`config.mk`:
```
export PLATFORM = sky130hd
export DESIGN_NAME = mux_stream_n
export DESIGN_NICKNAME = d
export VERILOG_FILES = /design/src/rtl/mux_stream_n.sv
export SDC_FILE = /design/constraint.sdc
export NUM_CORES = 1
export LEC_CHECK = 0
export CAP_MARGIN = 20
export CORE_MARGIN = 2
export CORE_UTILIZATION = 36
export CTS_BUF_LIST = sky130_fd_sc_hd__clkbuf_8
export DETAILED_ROUTE_END_ITERATION = 10
export GPL_ROUTABILITY_DRIVEN = 0
export PLACE_DENSITY = 0.78
export REMOVE_ABC_BUFFERS = 1
export SLEW_MARGIN = 20
export SYNTH_ARGS = -nofsm -noshare
export SYNTH_HDL_FRONTEND = slang
export SYNTH_SLANG_ARGS = --single-unit
```
`constraint.sdc`:
```
create_clock -name clk_i -period 2.5 [get_ports clk_i]
set_input_delay 0.375 -clock clk_i [delete_from_list [all_inputs] [get_ports clk_i]]
set_output_delay 0.375 -clock clk_i [all_outputs]
set_load 0.02 [all_outputs]
```
`src/rtl/mux_stream_n.sv`:
```
// N-channel registered stream multiplexer: fixed-select or round-robin choice of one
// valid/ready input channel per cycle, presented on a registered, tagged output.
module mux_stream_n #(
  parameter int WIDTH    = 8,
  parameter int CHANNELS = 4,
  parameter int SEL_W    = $clog2(CHANNELS)
) (
  input  logic                      clk_i,
  input  logic                      rst_ni,
  input  logic                      mode_i,
  input  logic [SEL_W-1:0]          s_i,
  input  logic [CHANNELS*WIDTH-1:0] data_i,
  input  logic [CHANNELS-1:0]       valid_i,
  output logic [CHANNELS-1:0]       ready_o,
  output logic [WIDTH-1:0]          c_o,
  output logic [SEL_W-1:0]          chan_o,
  output logic                      valid_o,
  input  logic                      ready_i
);

  logic [WIDTH-1:0] c_q, c_d;
  logic [SEL_W-1:0] chan_q, chan_d;
  logic [SEL_W-1:0] ptr_q, ptr_d;
  logic             valid_q, valid_d;

  logic             load_en;
  logic             grant;
  logic [SEL_W-1:0] cand;
  logic [WIDTH-1:0] cand_data;

  // Channel visited at scan offset off when starting from pointer p (p < CHANNELS).
  function automatic int rr_idx(input int p, input int off);
    int sum;
    sum = p + off;
    return (sum >= CHANNELS) ? sum - CHANNELS : sum;
  endfunction

  assign load_en = !valid_q || ready_i;

  // Candidate selection depends only on handshake/control inputs, never on data_i.
  always_comb begin
    // NOTE: every signal gets a default before any branch so no path infers a latch.
    grant = 1'b0;
    cand  = '0;
    if (mode_i) begin
      // Scan backwards so the lowest offset from ptr is the last (winning) assignment.
      for (int i = CHANNELS - 1; i >= 0; i--) begin
        if (valid_i[rr_idx(int'(ptr_q), i)]) begin
          grant = 1'b1;
          cand  = SEL_W'(rr_idx(int'(ptr_q), i));
        end
      end
    end else begin
      // An out-of-range select matches no channel and therefore never grants.
      for (int k = 0; k < CHANNELS; k++) begin
        if (int'(s_i) == k) begin
          grant = valid_i[k];
          cand  = SEL_W'(k);
        end
      end
    end
  end

  always_comb begin
    cand_data = '0;
    for (int k = 0; k < CHANNELS; k++) begin
      if (int'(cand) == k) cand_data = data_i[k*WIDTH +: WIDTH];
    end
  end

  // Handshake is held off during reset even though the output register reads empty.
  always_comb begin
    ready_o = '0;
    if (rst_ni && load_en && grant) begin
      for (int k = 0; k < CHANNELS; k++) begin
        ready_o[k] = (int'(cand) == k);
      end
    end
  end

  always_comb begin
    c_d     = c_q;
    chan_d  = chan_q;
    valid_d = valid_q;
    ptr_d   = ptr_q;
    if (load_en) begin
      if (grant) begin
        c_d     = cand_data;
        chan_d  = cand;
        valid_d = 1'b1;
        if (mode_i) begin
          ptr_d = (int'(cand) == CHANNELS - 1) ? '0 : SEL_W'(int'(cand) + 1);
        end
      end else begin
        valid_d = 1'b0;
      end
    end
  end

  always_ff @(posedge clk_i or negedge rst_ni) begin
    if (!rst_ni) begin
      c_q     <= '0;
      chan_q  <= '0;
      valid_q <= 1'b0;
      ptr_q   <= '0;
    end else begin
      // NOTE: non-blocking so all registers update together from pre-edge values.
      c_q     <= c_d;
      chan_q  <= chan_d;
      valid_q <= valid_d;
      ptr_q   <= ptr_d;
    end
  end

  assign c_o     = c_q;
  assign chan_o  = chan_q;
  assign valid_o = valid_q;

endmodule
```
# Word level (Yosys, flattened, before mapping)
# Cells that the tools add are included.
[classes]
add_sub_neg = 8
order_cmp = 8
eq_ne = 6
mux = 40
reduce_logical = 8
[op_table]
columns = ["cell", "n"]
rows = [
  ["$lt A32 B4 Y1 const B", 4],
  ["$mux W32", 4],
  ["$mux W8", 4],
  ["$mux W1", 19],
  ["$mux W2", 8],
  ["$sub A3 B3 Y4 const B", 3],
  ["$ge A3 B3 Y1 const B", 3],
  ["$bmux W1 S2", 4],
  ["$eq A2 B2 Y1 const B", 4],
  ["$add A2 B2 Y3 const B", 2],
  ["$eq A2 B1 Y1 const B", 2],
  ["$logic_not A2 Y1", 2],
  ["$mux W4", 1],
  ["$sub A2 B3 Y4 const B", 1],
  ["$add A2 B1 Y3 const B", 1],
  ["$ge A2 B3 Y1 const B", 1],
  ["$reduce_and A3 Y1", 1],
  ["$add A2 B1 Y2 const B", 1],
  ["$logic_and A1 B1 Y1", 2],
  ["$reduce_and A2 Y1", 1],
  ["$logic_not A1 Y1", 1],
  ["$logic_or A1 B1 Y1", 1],
]
[word_totals]
ff_bits = 13
elab_cells = 74

# Depth between registers and ports, before layout
# Gate-level depths: netlist of the first run.
[depth]
depth_word = 16
depth_mapped = 10
mapped_depth_nobuf = 9

# Worst setup path after synthesis of the first run
# Ideal clock, no wire load.
[synth_path]
kind = "input port to output port"
start = "in valid_i[3]"
end = "out ready_o[3]"
arrival_time_ns = 2.022
required_time_ns = 2.125
path_slack_ns = 0.103
cell_stages = 8
path_buffers = 2
path_cell_list = "inv_1 -> and3_1 -> o211a_1 -> nor3_1 -> ha_1 -> buf_1 -> clkbuf_1 -> and3_1"
[synth_between]
elab_chain_cells = 10
[synth_rtl]
columns = ["item", "line", "source"]
rows = [
  ["start, declared", "13", "input logic [CHANNELS-1:0] valid_i,"],
  ["$bmux W1 S2", "48", "if (valid_i[rr_idx(int'(ptr_q), i)]) begin"],
  ["$mux W1 (not written as such) (2 in series)", "48", ""],
  ["$mux W2 (3 in series)", "48", ""],
  ["$mux W2 (*)", "48", ""],
  ["$mux W2 (*)", "45", "if (mode_i) begin"],
  ["via cand[0]", "28", "logic [SEL_W-1:0] cand;"],
  ["$eq A2 B1 Y1 (*)", "76", "ready_o[k] = (int'(cand) == k);"],
  ["$mux W4 (*)", "74", "if (rst_ni && load_en && grant) begin"],
  ["end, declared", "14", "output logic [CHANNELS-1:0] ready_o,"],
]
# The timed path passes the listed nets; every way through them passes the cells marked *. The select of a mux whose other input is x is not followed.

# Worst setup path in the final report of the first run
[layout_path]
start = "in valid_i[0]"
end = "out ready_o[3]"
[layout_between]
elab_chain_cells = 10
[layout_rtl]
columns = ["item", "line"]
rows = [
  ["$bmux W1 S2", "48"],
  ["$mux W1 (not written as such) (2 in series)", "48"],
  ["$mux W2 or $mux W1 (tied branches) (4 in series)", "48"],
  ["$mux W2 or $mux W1 (tied branches)", "45"],
  ["$eq A2 B1 Y1 or $logic_and A1 B1 Y1 (tied branches)", "76, 74"],
  ["$mux W4 (*)", "74"],
]
# Every way passes the cells marked *; elsewhere a longest branch is shown, timed or not. The select of a mux whose other input is x is not followed.

==> results.md, run 1 <==
* Mean Syn Cell Area at a little over 9 sq um
* Antenna Cells at 0
* Total power per unit cell area at 760 nW/um^2
* Via count of the first global-routing pass at 1178
* HPWL Detailed at 2.52 mm
* Detail-routed net length per standard cell at between 15 and 20 microns
* Library cells used by synthesis at 35
* Least-Margin Pin Slew at 337 ps
* Number of buffers inserted to repair setup after CTS at 0
* Cell accounting for the most synthesized area: sky130_fd_sc_hd__dfrtp_1
* Post-route worst setup slack at about 74 ps
* Crit path DAT at 2050 ps
* Chip Height at roughly 58 microns
* First-pass GRT wire length at 5.42 mm
* CTS clk-pin slew, worst paths at 60 ps
* Number of buffers inserted during clock tree synthesis at 3
* Sequence of cells on the critical path: dlygate4sd2_1 -> buf_4 -> mux4_2 -> or2_4 -> and3_4 -> and3_1 -> buf_2
* Kind of end point of the critical path: output port
* WP data required at 2120 ps
* Gate count of the mapped netlist at 111
* Longest individual stage delay on the worst path at 470 ps
* Number of nets with antenna violations after detailed routing at 0
* Number of slew-limit violations in the final report at 0
* Cell types with the largest area share after synthesis: sky130_fd_sc_hd__dfrtp_1 (31%), sky130_fd_sc_hd__o31ai_1 (6.5%), sky130_fd_sc_hd__a221oi_1 (5.9%)
* I/O Buffers at 56
* Met2 track utilization from global routing at 0.349
* Buffers from clock root to sink, at most at 2
* Final core occ at 0.673
* Total via count after detailed routing at 1171
* Library cell used as clock root buffer: sky130_fd_sc_hd__clkbuf_8
* Met3 Usage GRT at 0.0424
* Netlist area before placement at around 1000 sq um
* Clock latency at the later pin of the worst-skew pair at 250 ps
* Overall die width at 57.6 microns
* Initial antenna violation count at 0
* Max rail drop VDD at 0.486 mV
* Slew margin rel. at 0.774
* Sequential area share after synthesis at 0.314
* Die area at ~3300 sq um
* Synth warnings at 0
* Detailed-route DRC error count at 0
* Clock H-tree levels at 1
* Critical path start-end classification: primary input to output port
* WHS at 386 ps
* FP Rows at 19
* Register-to-Register Setup Slack at 100 ps
* Most Used Layer, Global Route: met2
* Crit-path max FO at 7
* Post-layout net count at ~230
* Overall fraction of global-route tracks in use at 0.211
* Period utilization at 0.970
* Count of non-filler cells in the finished layout at 213
* Fraction of layout cells with a size suffix above 1 at 0.308
* Status: finished clean
* Nature of the critical path startpoint: primary input
* TritonCTS clock tree: built
* Final wirelength at 3.38 mm
* First-pass iteration count of the detailed router at 4
* Minimum clock period after layout at 2430 ps
* Placed Cells at 209
* Post-Place Setup Slack at -640 ps
* Hold violation total from the final report at 0
* Boundary Pins at between 50 and 60
* Via-to-Cell Ratio at around 5.5
* Fmax at 0.412 GHz
* Total clock sinks at 13
* Final setup vio count at 0
* DR iter-0 viols at 85
* Starting density of the core at 0.378
* Core region area at 2730 sq um
* Cell with the largest stage delay on the worst path: sky130_fd_sc_hd__mux4_2
* Pin count of the biggest net entering global routing at 17
* Setup clock skew after layout at 3.43 ps
* Max-cap violations at 0
* Top cell type's share of synthesized area at 0.314
* Static Leakage at 0.822 nW
* Overflow left after global routing at 0
* Flip-flop and latch count after synthesis at 13
* Synthesis-to-finish area growth at 77.8%
* Met1 track utilization from global routing at 0.271
* Type of the tightest min-delay check: primary input to asynchronous set/reset pin
-- where the power goes --
part           leakage [nW]  internal (W)  total [W]  switching, W
Clock                0.0269      0.000109   0.000190     0.0000810
Combinational         0.640      0.000459   0.000835      0.000376
Sequential            0.155      0.000305   0.000372     0.0000676
-- placed cells by master (no fill, tap or decap), types with 2 or more instances in the layout --
cell	instances
sky130_fd_sc_hd__and3_1	5
sky130_fd_sc_hd__o31ai_1	8
sky130_fd_sc_hd__ha_1	2
sky130_fd_sc_hd__nand2b_1	2
sky130_fd_sc_hd__dlygate4sd2_1	3
sky130_fd_sc_hd__ha_2	2
sky130_fd_sc_hd__mux2_4	4
sky130_fd_sc_hd__mux2_2	5
sky130_fd_sc_hd__inv_1	6
sky130_fd_sc_hd__a221oi_2	6
sky130_fd_sc_hd__buf_4	15
sky130_fd_sc_hd__buf_2	4
sky130_fd_sc_hd__nor2b_1	8
sky130_fd_sc_hd__clkdlybuf4s50_1	46
sky130_fd_sc_hd__clkbuf_8	3
sky130_fd_sc_hd__and2_1	2
sky130_fd_sc_hd__buf_6	2
sky130_fd_sc_hd__a21oi_2	3
sky130_fd_sc_hd__nand2_1	15
sky130_fd_sc_hd__dfrtp_1	12
sky130_fd_sc_hd__a31oi_1	2
-- synth_stat cells --
cell type                  number
sky130_fd_sc_hd__a21boi_0       1
sky130_fd_sc_hd__a21oi_1        4
sky130_fd_sc_hd__a221oi_1       7
sky130_fd_sc_hd__a22o_1         1
sky130_fd_sc_hd__a31oi_1        2
sky130_fd_sc_hd__and2_1         2
sky130_fd_sc_hd__and3_1         5
sky130_fd_sc_hd__and3_4         1
sky130_fd_sc_hd__and4b_1        1
sky130_fd_sc_hd__buf_1          1
sky130_fd_sc_hd__buf_6          1
sky130_fd_sc_hd__buf_8          1
sky130_fd_sc_hd__clkbuf_1       3
sky130_fd_sc_hd__dfrtp_1       13
sky130_fd_sc_hd__ha_1           4
sky130_fd_sc_hd__inv_1          5
sky130_fd_sc_hd__mux2_2         5
sky130_fd_sc_hd__mux2_4         4
sky130_fd_sc_hd__mux4_2         1
sky130_fd_sc_hd__nand2_1       15
sky130_fd_sc_hd__nand2b_1       3
sky130_fd_sc_hd__nand3_1        1
sky130_fd_sc_hd__nand3b_1       1
sky130_fd_sc_hd__nand4_1        1
sky130_fd_sc_hd__nor2_1         1
sky130_fd_sc_hd__nor2b_1        9
sky130_fd_sc_hd__nor3_1         1
sky130_fd_sc_hd__nor4_1         1
sky130_fd_sc_hd__o211a_1        1
sky130_fd_sc_hd__o21ai_0        2
sky130_fd_sc_hd__o221ai_1       1
sky130_fd_sc_hd__o31ai_1        9
sky130_fd_sc_hd__o32ai_1        1
sky130_fd_sc_hd__or2_4          1
sky130_fd_sc_hd__or3_1          1
-- worst max-delay path: cells and delay by family --
kind	cells	cell delay, ps
buf+inv	3	570
mux	1	470
simple gates	3	630
-- through the flow --
step / TNS (ps) / instance area, sq um / total power [W]
4_1_cts: 0 / 1770 / 0.00134
3_3_place_gp: -6430 / 1720 / 0.00111
2_1_floorplan: 0 / 993 / 0.000776
5_1_grt: -52.0 / 1840 / 0.00150
3_5_place_dp: -7120 / 1720 / 0.00114
6_report: 0 / 1840 / 0.00140
-- state kept, by name, indices dropped and copies added (netlist names) --
register and flops:
c_o 8, chan_o 2, ptr_q 2, valid_o 1
-- layout make-up --
| type | instances | area [sq um] |
|---|---|---|
| Multi-Input combinational cell | 87 | 739 |
| Timing Repair Buffer | 73 | 671 |
| Sequential cell | 13 | 327 |
| Clock inverter | 1 | 3.75 |
| Inverter | 5 | 18.8 |
| Fill cell | 220 | 895 |
| Clock buffer | 3 | 41.3 |
| Tap cell | 31 | 38.8 |
-- per-layer routing --
layer	wire, microns	part of all wire
met5	0	0
met4	65	0.019
met3	255	0.075
met2	1670	0.49
met1	1390	0.41
-- final timing paths --
path,startpoint,endpoint,depth (start not counted)
worst min-delay path,rst_ni,chan_o[1]$_DFFE_PN0P_,1
worst max register to register,ptr_q[1]$_DFFE_PN0P_,c_o[4]$_DFFE_PN0P_,8
max in group asynchronous,rst_ni,ptr_q[1]$_DFFE_PN0P_,2
worst max-delay path,valid_i[0],ready_o[3],7
min in group clk_i,c_o[3]$_DFFE_PN0P_,c_o[3]$_DFFE_PN0P_,1
worst min register to register,c_o[3]$_DFFE_PN0P_,c_o[3]$_DFFE_PN0P_,1
-- what timing repair did --
action,4_1_cts,5_1_grt
hold buffers,0,0
hold endpoints to repair,0,0
gates resized for setup,29,19
pin swaps,0,5
endpoints found under the setup margin,12,10
-- cell families after synthesis --
kind of cell / synth area share
AOI/OAI and AO/OA: 0.208
adders and majority gates: 0.0484
buffers and inverters: 0.0580
DFF: 0.314
muxes: 0.134
and+or+nand+nor: 0.237
Power figures use the tool's default switching activity.
==> run 2: changes to the inputs <==
--- a/config.mk
+++ b/config.mk
@@ -5,13 +5,14 @@
 export SDC_FILE = /design/constraint.sdc
 export NUM_CORES = 1
 export LEC_CHECK = 0
-export CAP_MARGIN = 20
+export CAP_MARGIN = 0
 export CORE_MARGIN = 2
 export CORE_UTILIZATION = 36
 export CTS_BUF_LIST = sky130_fd_sc_hd__clkbuf_8
 export DETAILED_ROUTE_END_ITERATION = 10
 export GPL_ROUTABILITY_DRIVEN = 0
 export PLACE_DENSITY = 0.78
+export RECOVER_POWER = 50
 export REMOVE_ABC_BUFFERS = 1
 export SLEW_MARGIN = 20
 export SYNTH_ARGS = -nofsm -noshare
==> run 2 against run 1 <==
Net effect:
- sequential power hardly changed
- cell count stayed put
- largest power group unchanged
- sequential share of layout area is 0.13 points higher
- combinational power is 2% lower
- fmax is 1.5% lower
- critical path depth stayed put
- largest cell class unchanged
- core utilization is 0.50 points lower
- worst hold slack better by 69 ps
==> results.md, run 2 (same netlist as run 1, synthesis figures left out) <==
* WP data required at 2120 ps (about the same)
* Sequence of cells on the critical path: dlygate4sd2_1 -> buf_4 -> mux4_2 -> or2_0 -> and3_4 -> and3_1 -> buf_2 (was dlygate4sd2_1 -> buf_4 -> mux4_2 -> or2_4 -> and3_4 -> and3_1 -> buf_2)
* Max rail drop VDD at 0.483 mV (was 0.486 mV)
* Period utilization at 0.986 (was 0.970)
* Library cell used as clock root buffer: sky130_fd_sc_hd__clkbuf_8 (unchanged)
* Post-layout net count at 229 (unchanged)
* Final cell area excluding filler cells at 1830 sq um (was 1840 sq um)
* Multi-input logic area at 737 sq um (was 739 sq um)
* Number of nets with antenna violations after detailed routing at 0 (unchanged)
* Switching power share of the total at 0.379 (was 0.375)
* Count of filler cells inserted in the layout at 224 (was 220)
* Storage cell area at 327 sq um (unchanged)
* Fmax at 0.406 GHz (was 0.412 GHz)
* Kind of end point of the critical path: output port (unchanged)
* Static Leakage at 0.813 nW (was 0.822 nW)
* Number of buffers and inverters on the critical path at 3 (unchanged)
* Share of total power in combinational logic at 0.594 (was 0.598)
* Clock power frac at 0.137 (was 0.136)
* Number of buffers inserted to repair setup after CTS at 0 (unchanged)
* Initial antenna violation count at 0 (unchanged)
* Count of non-filler cells in the finished layout at 213 (unchanged)
* First-pass GRT wire length at 5.42 mm (unchanged)
* Via count of the first global-routing pass at 1178 (unchanged)
* Pin count of the biggest net entering global routing at 17 (unchanged)
* Starting density of the core at 0.378 (unchanged)
* Cell Area, Placed at 1720 sq um (unchanged)
* Clock latency at the later pin of the worst-skew pair at 250 ps (about the same)
* Antenna Cells at 0 (unchanged)
* Gate family responsible for the most delay along the worst path: simple AND/OR/NAND/NOR gates (unchanged)
* Overflow left after global routing at 0 (unchanged)
* TritonCTS clock tree: built (unchanged)
* Share of total power in sequential cells at 0.269 (was 0.266)
* Detail-routed net length per standard cell at 16.0 microns (was 15.9 microns)
* # hold bufs at CTS at 0 (unchanged)
* Minimum clock period after layout at 2460 ps (was 2430 ps)
* Overall Power at 0.00138 W (was 0.00140 W)
* Least-Margin Pin Slew at 439 ps (was 337 ps)
* Synthesis-to-finish area growth at 76.4% (was 77.8%)
* Flip-flop count of the largest register after layout at 8 (unchanged)
* Setup clock skew after layout at 4.24 ps (was 3.43 ps)
* Nature of the critical path startpoint: primary input (unchanged)
* CTS clk-pin slew, worst paths at 60 ps (about the same)
* Overall fraction of global-route tracks in use at 0.211 (unchanged)
* Setup TNS after final layout at 0 ps (unchanged)
* Internal power at 0.000856 W (was 0.000873 W)
* First-pass iteration count of the detailed router at 4 (unchanged)
* Placed Cells at 209 (unchanged)
* Number of slew-limit violations in the final report at 0 (unchanged)
* Leading cell types in the layout, fill and taps excluded: sky130_fd_sc_hd__clkdlybuf4s50_1 (40), sky130_fd_sc_hd__nand2_1 (15), sky130_fd_sc_hd__dfrtp_1 (12), sky130_fd_sc_hd__buf_4 (12) (was sky130_fd_sc_hd__clkdlybuf4s50_1 (46), sky130_fd_sc_hd__nand2_1 (15), sky130_fd_sc_hd__buf_4 (15))
* NetSw at 0.000523 W (was 0.000524 W)
* Total power per unit cell area at 756 nW/um^2 (was 760 nW/um^2)
* Via-to-Cell Ratio at 5.57 (was 5.50)
* Total via count after detailed routing at 1187 (was 1171)
* Buffers from clock root to sink, at most at 2 (unchanged)
* Status: finished clean (unchanged)
* Clock H-tree levels at 1 (unchanged)
* Final setup vio count at 0 (unchanged)
* Cell with the largest stage delay on the worst path: sky130_fd_sc_hd__mux4_2 (unchanged)
* Final wirelength at 3.41 mm (was 3.38 mm)
* Chip Height at 57.6 microns (unchanged)
* Max-cap violations at 0 (unchanged)
* Overall die width at 57.6 microns (unchanged)
* Fraction of layout cells with a size suffix above 1 at 0.286 (was 0.308)
* FP Rows at 19 (unchanged)
* Detailed-route DRC error count at 0 (unchanged)
* Total clock sinks at 13 (unchanged)
* I/O Buffers at 56 (unchanged)
* Hold violation total from the final report at 0 (unchanged)
* HPWL Detailed at 2.52 mm (unchanged)
* Most common library cell in the layout ignoring fill and taps: sky130_fd_sc_hd__clkdlybuf4s50_1 (unchanged)
* Number of buffers inserted during clock tree synthesis at 3 (unchanged)
* Crit-path max FO at 7 (unchanged)
* Critical path start-end classification: primary input to output port (unchanged)
* Slew margin rel. at 0.707 (was 0.774)
* DR iter-0 viols at 65 (was 85)
* Boundary Pins at 57 (unchanged)
* Die area at 3320 sq um (unchanged)
* Longest individual stage delay on the worst path at 480 ps (was 470 ps)
* Core region area at 2730 sq um (unchanged)
* Type of the tightest min-delay check: primary input to asynchronous set/reset pin (unchanged)
* Crit path DAT at 2090 ps (was 2050 ps)
-- run 2: cell types whose count changed in the layout (fill, tap and decap cells not counted) --
cell,previous run,this run
sky130_fd_sc_hd__clkdlybuf4s50_1,46,40
sky130_fd_sc_hd__or2_0,0,1
sky130_fd_sc_hd__dlygate4sd3_1,0,6
sky130_fd_sc_hd__clkbuf_1,0,3
sky130_fd_sc_hd__or2_4,1,0
sky130_fd_sc_hd__buf_4,15,12
-- run 2: metrics by stage --
step,hold slack (ps),utilization,setup WS [ps]
2_1_floorplan,79.4,-,187
3_3_place_gp,492,0.629,-600
3_5_place_dp,495,0.629,-640
4_1_cts,387,0.648,10.1
5_1_grt,480,0.668,-29.6
6_report,455,0.668,36.2
-- run 2: final timing paths --
check | slack (ps) | cells after the start | end | from
max reg2reg | 100 | 8 | c_o[4]$_DFFE_PN0P_ | ptr_q[1]$_DFFE_PN0P_
min | 450 | 1 | chan_o[1]$_DFFE_PN0P_ | rst_ni
max | 40 | 7 | ready_o[3] | valid_i[0]
min reg2reg | 500 | 1 | c_o[3]$_DFFE_PN0P_ | c_o[3]$_DFFE_PN0P_
min in group clk_i | 500 | 1 | c_o[3]$_DFFE_PN0P_ | c_o[3]$_DFFE_PN0P_
max in group asynchronous | 1340 | 2 | ptr_q[1]$_DFFE_PN0P_ | rst_ni
-- run 2: per-layer routing --
| metal | track usage | part of all wire |
|---|---|---|
| met4 | 0.0864 | 0.021 |
| met3 | 0.0424 | 0.079 |
| met5 | 0 | 0 |
| met1 | 0.271 | 0.41 |
| met2 | 0.349 | 0.49 |
-- run 2: repair_timing --
item / in CTS / in global routing
gates resized for setup: 29 / 19
pin swaps: 0 / 5
endpoints found under the setup margin: 12 / 10
-- run 2: power groups by stage --
stage	Clock [W]	Combinational, W	Sequential [W]
final	0.000189	0.000819	0.000371
after detailed placement	0	0.000766	0.000371
after floorplan	0	0.000322	0.000455
after CTS	0.000192	0.000784	0.000369
after global routing	0.000206	0.000885	0.000387
after global placement	0	0.000750	0.000364
-- run 2: area by class of cell --
cell class,count,area share
Clock buffer,3,0.0226
Multi-Input combinational cell,87,0.404
Tap cell,31,0.0212
Inverter,5,0.0103
Sequential cell,13,0.179
Clock inverter,1,0.00206
Timing Repair Buffer,73,0.361
==> run 3: changes to the inputs <==
--- a/config.mk
+++ b/config.mk
@@ -10,7 +10,7 @@
 export CORE_UTILIZATION = 36
 export CTS_BUF_LIST = sky130_fd_sc_hd__clkbuf_8
 export DETAILED_ROUTE_END_ITERATION = 10
-export GPL_ROUTABILITY_DRIVEN = 0
+export GPL_TIMING_DRIVEN = 0
 export PLACE_DENSITY = 0.78
 export RECOVER_POWER = 50
 export REMOVE_ABC_BUFFERS = 1
==> run 3 against run 2 <==
Net effect:
- register-to-register slack got worse by 50 ps
- sequential cell count unchanged
- die area unchanged
- largest cell class unchanged
- clock skew about the same
==> results.md, run 3 (same netlist as run 1, synthesis figures left out) <==
* Total power per unit cell area at 772 nW/um^2 (was 756 nW/um^2)
* Crit path DAT at 2120 ps (was 2090 ps)
* Starting density of the core at 0.378 (unchanged)
* Minimum clock period after layout at 2500 ps (was 2460 ps)
* Longest individual stage delay on the worst path at 590 ps (was 480 ps)
* Overflow left after global routing at 0 (unchanged)
* Setup clock skew after layout at 4.09 ps (was 4.24 ps)
* Detail-routed net length per standard cell at 16.8 microns (was 16.0 microns)
* TritonCTS clock tree: built (unchanged)
* Initial antenna violation count at 0 (unchanged)
* FP Rows at 19 (unchanged)
* Number of nets with antenna violations after detailed routing at 0 (unchanged)
* Critical register-to-register path endpoint: c_o[4]$_DFFE_PN0P_ (unchanged)
* Critical path start-end classification: primary input to output port (unchanged)
* Via count of the first global-routing pass at 1135 (was 1178)
* Final wirelength at 3.52 mm (was 3.41 mm)
* Final setup vio count at 0 (unchanged)
* Total clock sinks at 13 (unchanged)
* Fmax at 0.401 GHz (was 0.406 GHz)
* Cell with the largest stage delay on the worst path: sky130_fd_sc_hd__dlygate4sd3_1 (was sky130_fd_sc_hd__mux4_2)
* First-pass iteration count of the detailed router at 4 (unchanged)
* Total via count after detailed routing at 1153 (was 1187)
* Launch point of the worst reg-to-reg path: ptr_q[1]$_DFFE_PN0P_ (unchanged)
* Max rail drop VDD at 0.513 mV (was 0.483 mV)
* Worst hold start: c_o[1]$_DFFE_PN0P_
* Leading cell types in the layout, fill and taps excluded: sky130_fd_sc_hd__clkdlybuf4s50_1 (39), sky130_fd_sc_hd__nand2_1 (15), sky130_fd_sc_hd__dfrtp_1 (13), sky130_fd_sc_hd__buf_4 (13) (was sky130_fd_sc_hd__clkdlybuf4s50_1 (40), sky130_fd_sc_hd__nand2_1 (15), sky130_fd_sc_hd__dfrtp_1 (12), sky130_fd_sc_hd__buf_4 (12))
* Final core occ at 0.705 (was 0.668)
* Via-to-Cell Ratio at 5.49 (was 5.57)
* RD Place Congestion at 0.787
* Die area at 3320 sq um (unchanged)
* Count of non-filler cells in the finished layout at 210 (was 213)
* Slew margin rel. at 0.517 (was 0.707)
* Crit-path max FO at 7 (unchanged)
* Overall fraction of global-route tracks in use at 0.203 (was 0.211)
* Number of slew-limit violations in the final report at 0 (unchanged)
* Count of filler cells inserted in the layout at 194 (was 224)
* Buffers from clock root to sink, at most at 2 (unchanged)
* I/O Buffers at 56 (unchanged)
* Post-layout net count at 226 (was 229)
* Number of buffers inserted during clock tree synthesis at 3 (unchanged)
* Fraction of layout cells with a size suffix above 1 at 0.335 (was 0.286)
* First-pass GRT wire length at 5.15 mm (was 5.42 mm)
* Boundary Pins at 57 (unchanged)
* Synthesis-to-finish area growth at 86.2% (was 76.4%)
* Kind of end point of the critical path: output port (unchanged)
* Flip-flop count of the largest register after layout at 8 (unchanged)
* CTS clk-pin slew, worst paths at 60 ps (about the same)
* HPWL Detailed at 2.23 mm (was 2.52 mm)
* Pin count of the biggest net entering global routing at 18 (was 17)
* Core region area at 2730 sq um (unchanged)
* Antenna Cells at 0 (unchanged)
* Register-to-Register Setup Slack at 50 ps (was 100 ps)
* Period utilization at 0.998 (was 0.986)
* Least-Margin Pin Slew at 722 ps (was 439 ps)
* Max-cap violations at 0 (unchanged)
* Detailed-route DRC error count at 0 (unchanged)
* Hold violation total from the final report at 0 (unchanged)
* WP data required at 2120 ps (about the same)
* Worst Hold Path EP: c_o[1]$_DFFE_PN0P_
* Clock H-tree levels at 1 (unchanged)
* Library cell used as clock root buffer: sky130_fd_sc_hd__clkbuf_8 (unchanged)
* Overall Power at 0.00149 W (was 0.00138 W)
* Logic depth of the worst register-to-register path at 9 (was 8)
* Static Leakage at 0.820 nW (was 0.813 nW)
* Overall die width at 57.6 microns (unchanged)
* Sequence of cells on the critical path: dlygate4sd3_1 -> mux4_2 -> or2_4 -> and3_4 -> and3_1 -> buf_2 (was dlygate4sd2_1 -> buf_4 -> mux4_2 -> or2_0 -> and3_4 -> and3_1 -> buf_2)
* Nature of the critical path startpoint: primary input (unchanged)
* Chip Height at 57.6 microns (unchanged)
* Placed Cells at 192 (was 209)
* Hold-critical path depth at 1
* # hold bufs at CTS at 0 (unchanged)
* DR iter-0 viols at 52 (was 65)
* Clock latency at the later pin of the worst-skew pair at 250 ps (about the same)
* Unrepaired setup endpoints after global routing: true
* Most common library cell in the layout ignoring fill and taps: sky130_fd_sc_hd__clkdlybuf4s50_1 (unchanged)
* Type of the tightest min-delay check: flip-flop to flip-flop (was primary input to asynchronous set/reset pin)
* Status: finished clean (unchanged)
==> run 3: worst max path at each step <==
stage / from / end / cells past startpoint
2_1_floorplan: valid_i[3] / c_o[3]$_DFFE_PN0P_ / 9
3_3_place_gp: valid_i[3] / ready_o[3] / 8
3_5_place_dp: valid_i[3] / ready_o[3] / 8
4_1_cts: valid_i[2] / c_o[3]$_DFFE_PN0P_ / 10
5_1_grt: s_i[0] / ready_o[1] / 6
6_report: s_i[0] / ready_o[1] / 6
==> run 3: area by class of cell <==
type | instances | area (sq um) | share of cell area
sequential | 13 | 325 | 0.169
timing repair buffer | 70 | 657 | 0.341
inverter | 5 | 18.8 | 0.00974
tap | 31 | 38.8 | 0.0201
clock inverter | 1 | 3.75 | 0.00195
multi-input combinational | 87 | 842 | 0.437
clock buffer | 3 | 41.3 | 0.0214
==> run 3: per-stage QoR <==
step | hold WS [ps] | setup TNS [ps] | worst slack, ps | cell area [sq um]
after floorplan | 79.4 | 0 | 187 | 993
after global placement | 492 | -8540 | -986 | 1590
after detailed placement | 494 | -9690 | -1060 | 1590
after CTS | 509 | 0 | 14.5 | 1770
after global routing | 526 | -102 | -32.2 | 1930
final | 506 | 0 | 4.54 | 1930
==> run 3: layer usage <==
metal | global-route usage | wire length [microns]
met5 | 0 | 0
met4 | 0.0698 | 78
met3 | 0.0446 | 269
met2 | 0.369 | 1780
met1 | 0.235 | 1390
==> run 3: what timing repair did <==
| item | 4_1_cts | 5_1_grt |
|---|---|---|
| setup buffers | 8 | 6 |
| pin swaps | 4 | 13 |
| endpoints found under the setup margin | 12 | 11 |
| gates resized for setup | 43 | 26 |
==> run 3: power breakdown <==
part | switching, W | internal, W | total [W]
Sequential | 0.0000634 | 0.000303 | 0.000366
Combinational | 0.000423 | 0.000512 | 0.000935
Clock | 0.0000767 | 0.000109 | 0.000185
Total | 0.000564 | 0.000923 | 0.00149
==> run 3: critical path, delay by kind of cell <==
kind	cells	cell delay, ps
and+or+nand+nor	3	650
muxes	1	350
buffers and inverters	2	740
